**config.mk**
```make
export PLATFORM = sky130hd
export DESIGN_NAME = cc_miss_request_unit_flat
export DESIGN_NICKNAME = d
export VERILOG_FILES = /design/src/rtl/cc_miss_request_unit_if.sv /design/src/rtl/cc_miss_request_unit.sv /design/src/flat_wrapper.sv
export SDC_FILE = /design/constraint.sdc
export NUM_CORES = 1
export LEC_CHECK = 0
export ABC_CLOCK_PERIOD_IN_PS = 2300
export BUFFER_PORTS_ARGS = -buffer_cell sky130_fd_sc_hd__buf_2
export CAP_MARGIN = 15
export CORE_ASPECT_RATIO = 1.75
export CORE_MARGIN = 4
export CORE_UTILIZATION = 43
export CTS_CLUSTER_DIAMETER = 60
export DETAILED_ROUTE_END_ITERATION = 10
export GPL_TIMING_DRIVEN = 0
export PLACE_DENSITY = 0.8
export REMOVE_ABC_BUFFERS = 1
export SLEW_MARGIN = 30
export SYNTH_ARGS = -nofsm -noshare
export SYNTH_HDL_FRONTEND = slang
export SYNTH_SLANG_ARGS = --single-unit
export TNS_END_PERCENT = 10
```
**constraint.sdc**
```tcl
create_clock -name clk -period 2.3 [get_ports clk]
set_input_delay 0.46 -clock clk [delete_from_list [all_inputs] [get_ports clk]]
set_output_delay 0.46 -clock clk [all_outputs]
set_load 0.005 [all_outputs]
```
**src/rtl/cc_miss_request_unit_if.sv**
```systemverilog
// cc_miss_request_unit_if: miss-request, AXI AR, R-monitor and miss-address FIFO signals.
interface cc_miss_request_unit_if;
  logic        miss_i;
  logic [31:0] miss_addr_i;
  logic        miss_ready_o;
  logic        mem_arvalid_o;
  logic        mem_arready_i;
  logic [31:0] mem_araddr_o;
  logic [3:0]  mem_arlen_o;
  logic [2:0]  mem_arsize_o;
  logic [1:0]  mem_arburst_o;
  logic        mem_rvalid_i;
  logic        mem_rready_i;
  logic        mem_rlast_i;
  logic        miss_addr_fifo_full_i;
  logic        miss_addr_fifo_wren_o;
  logic [31:0] miss_addr_fifo_wdata_o;
  modport slave (
    input  miss_i, miss_addr_i, mem_arready_i, mem_rvalid_i, mem_rready_i, mem_rlast_i,
           miss_addr_fifo_full_i,
    output miss_ready_o, mem_arvalid_o, mem_araddr_o, mem_arlen_o, mem_arsize_o, mem_arburst_o,
           miss_addr_fifo_wren_o, miss_addr_fifo_wdata_o
  );
  modport master (
    output miss_i, miss_addr_i, mem_arready_i, mem_rvalid_i, mem_rready_i, mem_rlast_i,
           miss_addr_fifo_full_i,
    input  miss_ready_o, mem_arvalid_o, mem_araddr_o, mem_arlen_o, mem_arsize_o, mem_arburst_o,
           miss_addr_fifo_wren_o, miss_addr_fifo_wdata_o
  );
endinterface

```
**src/rtl/cc_miss_request_unit.sv**
```systemverilog
// cc_miss_request_unit: turns cache misses into 64 B WRAP AXI read bursts, limits outstanding bursts.
module cc_miss_request_unit #(
  parameter int MAX_OUTSTANDING = 4
) (
  input logic                    clk,
  input logic                    rst,
  cc_miss_request_unit_if.slave  bus
);
  typedef enum logic {IDLE, ISSUE} state_t;
  state_t      state_q;
  logic [3:0]  cnt_q, cnt_d;
  logic [31:0] addr_q;
  logic        hs, rdone, accept;
  assign bus.miss_ready_o  = state_q == IDLE && cnt_q < 4'(MAX_OUTSTANDING) && !bus.miss_addr_fifo_full_i;
  assign bus.mem_arvalid_o = state_q == ISSUE;
  assign bus.mem_araddr_o  = {addr_q[31:3], 3'b000};
  assign bus.mem_arlen_o   = 4'd7;
  assign bus.mem_arsize_o  = 3'b011;
  assign bus.mem_arburst_o = 2'b10;
  assign hs     = bus.mem_arvalid_o && bus.mem_arready_i;
  assign rdone  = bus.mem_rvalid_i && bus.mem_rready_i && bus.mem_rlast_i;
  assign accept = bus.miss_i && bus.miss_ready_o;
  assign bus.miss_addr_fifo_wren_o  = hs;
  assign bus.miss_addr_fifo_wdata_o = addr_q;
  // a completion at zero outstanding is a protocol error and is dropped
  assign cnt_d = hs && !rdone ? cnt_q + 4'd1 :
                 rdone && !hs && cnt_q != 4'd0 ? cnt_q - 4'd1 : cnt_q;
  always_ff @(posedge clk or posedge rst) begin
    if (rst) begin
      state_q <= IDLE;
      cnt_q   <= '0;
      addr_q  <= '0;
    end else begin
      cnt_q <= cnt_d;
      if (accept) begin
        addr_q  <= bus.miss_addr_i;
        state_q <= ISSUE;
      end else if (hs) begin
        state_q <= IDLE;
      end
    end
  end
endmodule

```
**src/flat_wrapper.sv**
```systemverilog
// flat-port wrapper written by rule: the top's interface ports become plain ports
module cc_miss_request_unit_flat 
#(
  parameter int MAX_OUTSTANDING = 4
)
  (clk, rst, bus_miss_i, bus_miss_addr_i, bus_mem_arready_i, bus_mem_rvalid_i, bus_mem_rready_i, bus_mem_rlast_i, bus_miss_addr_fifo_full_i, bus_miss_ready_o, bus_mem_arvalid_o, bus_mem_araddr_o, bus_mem_arlen_o, bus_mem_arsize_o, bus_mem_arburst_o, bus_miss_addr_fifo_wren_o, bus_miss_addr_fifo_wdata_o);
  cc_miss_request_unit_if bus_i ();
  input logic clk;
  input logic rst;
  input wire logic [$bits(bus_i.miss_i)-1:0] bus_miss_i;
  input wire logic [$bits(bus_i.miss_addr_i)-1:0] bus_miss_addr_i;
  input wire logic [$bits(bus_i.mem_arready_i)-1:0] bus_mem_arready_i;
  input wire logic [$bits(bus_i.mem_rvalid_i)-1:0] bus_mem_rvalid_i;
  input wire logic [$bits(bus_i.mem_rready_i)-1:0] bus_mem_rready_i;
  input wire logic [$bits(bus_i.mem_rlast_i)-1:0] bus_mem_rlast_i;
  input wire logic [$bits(bus_i.miss_addr_fifo_full_i)-1:0] bus_miss_addr_fifo_full_i;
  output wire logic [$bits(bus_i.miss_ready_o)-1:0] bus_miss_ready_o;
  output wire logic [$bits(bus_i.mem_arvalid_o)-1:0] bus_mem_arvalid_o;
  output wire logic [$bits(bus_i.mem_araddr_o)-1:0] bus_mem_araddr_o;
  output wire logic [$bits(bus_i.mem_arlen_o)-1:0] bus_mem_arlen_o;
  output wire logic [$bits(bus_i.mem_arsize_o)-1:0] bus_mem_arsize_o;
  output wire logic [$bits(bus_i.mem_arburst_o)-1:0] bus_mem_arburst_o;
  output wire logic [$bits(bus_i.miss_addr_fifo_wren_o)-1:0] bus_miss_addr_fifo_wren_o;
  output wire logic [$bits(bus_i.miss_addr_fifo_wdata_o)-1:0] bus_miss_addr_fifo_wdata_o;
  assign bus_i.miss_i = bus_miss_i;
  assign bus_i.miss_addr_i = bus_miss_addr_i;
  assign bus_i.mem_arready_i = bus_mem_arready_i;
  assign bus_i.mem_rvalid_i = bus_mem_rvalid_i;
  assign bus_i.mem_rready_i = bus_mem_rready_i;
  assign bus_i.mem_rlast_i = bus_mem_rlast_i;
  assign bus_i.miss_addr_fifo_full_i = bus_miss_addr_fifo_full_i;
  assign bus_miss_ready_o = bus_i.miss_ready_o;
  assign bus_mem_arvalid_o = bus_i.mem_arvalid_o;
  assign bus_mem_araddr_o = bus_i.mem_araddr_o;
  assign bus_mem_arlen_o = bus_i.mem_arlen_o;
  assign bus_mem_arsize_o = bus_i.mem_arsize_o;
  assign bus_mem_arburst_o = bus_i.mem_arburst_o;
  assign bus_miss_addr_fifo_wren_o = bus_i.miss_addr_fifo_wren_o;
  assign bus_miss_addr_fifo_wdata_o = bus_i.miss_addr_fifo_wdata_o;
  cc_miss_request_unit #(.MAX_OUTSTANDING(MAX_OUTSTANDING)) u_core (.clk(clk), .rst(rst), .bus(bus_i));
endmodule
```
# After elaboration in Yosys (flattened, before gate mapping)
# Index checks and enable logic that the tools add are counted.
# Widths: inputs -> output; s select.
# totals
regBits	37
latch_bits	0
ramBits	0
mem_bits_ro	0
in_bits	40
output_inout_bits	76
word_cells	26
mem_count	0
# classes
add_sub_neg	2
mul	0
n_div	0
n_lt_le_gt_ge	1
eq_ne	0
shifts	0
n_mux	4
bitwise	1
reduce_logical	15
# ops
op	n
$logic_and 1x1->1	9
$mux 4	2
$add 4x1->4 const B	1
$lt 4x3->1 const B	1
$reduce_bool 2->1	2
$reduce_bool 4->1	1
$sub 4x1->4 const B	1
$logic_not 1->1	3
$mux 1	2
$not 1->1	1

# Longest topological paths before layout
# depth
ltp_word	6
mapped_depth	8
depth_no_buf	8

# Least setup slack after synthesis
# No wires, ideal clock.
# synth_path
kind	input-to-reg
startpoint	input bus_mem_arready_i
endpoint	register u_core.cnt_q[3]
setup_ns	0.080
arrival_time_ns	1.779
t_required_ns	2.220
slack_ns	0.441
cell_stages	8
n_path_buf	0
cell_sequence	and2_1 > and2_1 > inv_1 > ha_1 > a21o_1 > a21oi_1 > mux2i_1 > xnor2_1
# synth_via
elab_chain_cells	5
word_cells_on_any_way	7
cone_classes	mux (1); reduce/logical (6)
# synth_lines
element	line_no	text
from (decl)	flat_wrapper.sv:12	input wire logic [$bits(bus_i.mem_arready_i)-1:0] bus_mem_arready_i;
$logic_and 1x1->1 (*)	cc_miss_request_unit.sv:20	assign hs = bus.mem_arvalid_o && bus.mem_arready_i;
$logic_not 1->1	cc_miss_request_unit.sv:27	rdone && !hs && cnt_q != 4'd0 ? cnt_q - 4'd1 : cnt_q;
$logic_and 1x1->1 (2 in a row)	cc_miss_request_unit.sv:27	
$reduce_bool 2->1 (no line)	n/a	
to (signal assigned)	cc_miss_request_unit.sv:34	cnt_q <= cnt_d;
to (decl)	cc_miss_request_unit.sv:11	logic [3:0] cnt_q, cnt_d;
# Every way passes the cells marked *; elsewhere a longest branch is shown, timed or not.
# A chain may end at the register's enable or synchronous reset.

# Worst setup path in the final report
# layout_path
startpoint	register u_core.state_q (netlist: u_core.bus.mem_arvalid_o)
endpoint	register u_core.cnt_q[3]
# layout_via
elab_chain_cells	5
word_cells_on_any_way	7
cone_classes	mux (1); reduce/logical (6)
# layout_lines
element	line_no	text
from (decl)	cc_miss_request_unit.sv:10	state_t state_q;
from (signal assigned)	cc_miss_request_unit.sv:30	state_q <= IDLE;
from (signal assigned)	cc_miss_request_unit.sv:37	state_q <= ISSUE;
from (signal assigned)	cc_miss_request_unit.sv:39	state_q <= IDLE;
$logic_and 1x1->1 (*)	cc_miss_request_unit.sv:20	
$logic_not 1->1	cc_miss_request_unit.sv:27	
$logic_and 1x1->1 (2 in a row)	cc_miss_request_unit.sv:27	
$reduce_bool 2->1 (no line)	n/a	
# Marked as above.

==> results.sh <==
export IMPL_synth_cells=138
export IMPL_routedWlPerCell_microns=14.1
export IMPL_critical_path_most_common_cell="and2_1"
export IMPL_worstHoldPathType="input port to async pin"
export IMPL_tritoncts="done"
export IMPL_syn_area_per_cell_sq_um=14.0
export IMPL_syn2layout_area_growth_pct=19.7
export IMPL_worst_slack_ns=0.302
export IMPL_cap_violations=0
export IMPL_slew_violations=0
export IMPL_grt_overflow_total=0
export IMPL_pin_count=116
export IMPL_drc=0
export IMPL_max_stage_delay_ns=0.43
export IMPL_path_class="flip-flop to flip-flop"
export IMPL_cp_start_kind="flip-flop"
export IMPL_period_needed_ns=2.00
export IMPL_antenna_found_initial=0
export IMPL_regArea_sq_um=926
export IMPL_hpwl_microns=2880
export IMPL_async_flop_share=1.00
export IMPL_dp_slack_ns=0.225
export IMPL_ys_seq_area_frac=0.478
export IMPL_post_cts_buffers=0
export IMPL_layout_drive_gt1_share=0.688
export IMPL_start_util=0.444
export IMPL_diodes=0
export IMPL_p_per_area_mw_per_mm2=1340
export IMPL_tightest_slew_ns=0.743
export IMPL_die_h_microns=96.8
export IMPL_fillers=400
export IMPL_cts_root_buf="clkbuf_8"
export IMPL_rsz0062_at_grt="false"
export IMPL_track_usage=0.135
export IMPL_nNetsFinal=257
export IMPL_cts_buffers=5
export IMPL_required_ns=2.50
export IMPL_portBuffers=103
export IMPL_cts_resized=0
export IMPL_clk_latency_ns=0.28
export IMPL_final_common_cell="buf_2"
export IMPL_drtIter0Drc=3
export IMPL_power_w=0.00311
export IMPL_hold_buffers=0
export IMPL_dominantRegCellSynth="dfrtp_1"
export IMPL_yosys_warnings=0
export IMPL_routed_wirelength_microns=3750
export IMPL_cts_max_path_buffers=2
export IMPL_worstPathArrival_ns=2.20
export IMPL_finalHoldViolCount=0
export IMPL_multi_input_area_sq_um=701
export IMPL_postRouteAntennaNets=0
export IMPL_fin_skew_ns=0.00490
export IMPL_grt_pass1_vias=1287
export IMPL_synth_top_cell_area_share=0.478
export IMPL_yosys_cell_types_count=22
export IMPL_num_vias=1186
export IMPL_dieWidth_microns=58.7
export IMPL_period_share=0.869
export IMPL_synth_area_leaders="dfrtp_1 (48%), mux2_4 (22%), buf_4 (16%), mux2_2 (2.9%), buf_6 (1.7%)"
export IMPL_syn_cell_area_sq_mm=0.00194
export IMPL_core_sq_mm=0.00436
export IMPL_slowest_stage="dfrtp_1"
export IMPL_crit_path_max_fanout=4
export IMPL_die_area_sq_mm=0.00568
export IMPL_cts_sinks=37
export IMPL_max_freq_mhz=501
export IMPL_first_pass_iters=2
export IMPL_rows=32
export IMPL_grt_pass1_wl_microns=6050
export IMPL_layout_common_cells="buf_2 (103), dfrtp_1 (37), mux2_4 (29)"
export IMPL_place_congestion=0.791
export IMPL_grt_max_degree=38
export IMPL_leakage_nw=1.33
export IMPL_path_cells="and2_1 > and2_1 > inv_1 > ha_1 > a21o_1 > a21oi_1 > mux2i_1 > xnor2_1"
export IMPL_viasPerCell=4.46
export IMPL_vdd_ir_drop_max_mv=0.732
export IMPL_status="finished clean"
export IMPL_yosysTopAreaCell="dfrtp_1"
export IMPL_crit_path_end_kind="flip-flop"
export IMPL_relSlewSlack=0.504
export IMPL_yosys_register_bits=37
export IMPL_htreeDepth=2
export IMPL_setup_viol=0
export IMPL_synth_edff_count=0
export IMPL_clk_pin_slew_ns=0.07
export IMPL_setup_tns_final_ns=0
export IMPL_r2r_slack_ns=0.30
## metal layers
| metal | share of wire | vias to the layer above | wire length (microns) | global-route usage |
|---|---|---|---|---|
| met1 | 0.33 | 571 | 1240 | 0.140 |
| met3 | 0.081 | 6 | 304 | 0.0347 |
| met2 | 0.57 | 55 | 2130 | 0.238 |
| met5 | 0 | - | 0 | 0 |
| met4 | 0.019 | 0 | 72 | 0.0698 |
| li1 | - | 554 | - | - |
## critical path: cells and delay by family, from the launching register on
family	cells	cell delay, ns
adders and majority gates	1	0.28
AOI/OAI and AO/OA	2	0.34
muxes	1	0.26
buffers and inverters	1	0.09
and+or+nand+nor	2	0.38
DFF	1	0.43
xor gates and xnor gates	1	0.14
## cells by family (layout without fill, tap and decap cells)
| logic type | count (synthesis) | count (layout) | share of synthesized area |
|---|---|---|---|
| adder cells (fa/ha/maj) | 3 | 3 | 0.0233 |
| multiplexers | 35 | 35 | 0.259 |
| XOR/XNOR | 3 | 3 | 0.0136 |
| flip-flops | 37 | 37 | 0.478 |
| AND/OR/NAND/NOR | 8 | 8 | 0.0310 |
| AO/OA/AOI/OAI | 3 | 3 | 0.00904 |
| buffers and inverters | 47 | 114 | 0.182 |
| other | 2 | 12 | 0.00388 |
## report_power, final
| part | switching (W) | internal [W] | total (W) |
|---|---|---|---|
| Combinational | 0.000498 | 0.000886 | 0.00138 |
| Sequential | 0.000265 | 0.000982 | 0.00125 |
| Clock | 0.000210 | 0.000271 | 0.000480 |
## flip-flops by register name, summed over array words and instances (netlist names)
signal                             cells
u_core.bus.mem_arvalid_o               1
u_core.bus.miss_addr_fifo_wdata_o     32
u_core.cnt_q                           4
## synthesized netlist by cell type, types with 2 or more instances
cell and number:
buf_6 3, buf_4 41, xnor2_1 2, conb_1 2, dfrtp_1 37, mux2_4 29
mux2_2 5, inv_1 3, ha_1 2, and2_1 2
## final timing paths
kind	from	endpoint	cells after the start
setup / recovery	u_core.bus.mem_arvalid_o	u_core.cnt_q[3]	8
hold / removal	rst	u_core.bus.miss_addr_fifo_wdata_o[24]	2
setup reg to reg	u_core.bus.mem_arvalid_o	u_core.cnt_q[3]	8
hold reg to reg	u_core.bus.miss_addr_fifo_wdata_o[2]	u_core.bus.miss_addr_fifo_wdata_o[2]	1
max in group asynchronous	rst	u_core.cnt_q[2]	2
min in group clk	bus_mem_arready_i	u_core.bus.mem_arvalid_o	2
## stage by stage
step	util	instance area (sq um)	std cells	hold WS, ns
global route	0.531	2320	266	0.376
detailed placement	0.508	2220	258	0.501
global placement	0.507	2210	258	0.491
floorplan	-	1630	104	0.506
CTS	0.531	2320	266	0.331
finish	0.531	2320	266	0.299
## final cells by class
type	instances	area share
clock buffer	7	0.0416
clock inverter	1	0.00216
inverter	3	0.00486
multi-input combinational	64	0.302
sequential	37	0.399
tap	51	0.0275
timing repair buffer	103	0.222
(Power assumes the default switching activity.)
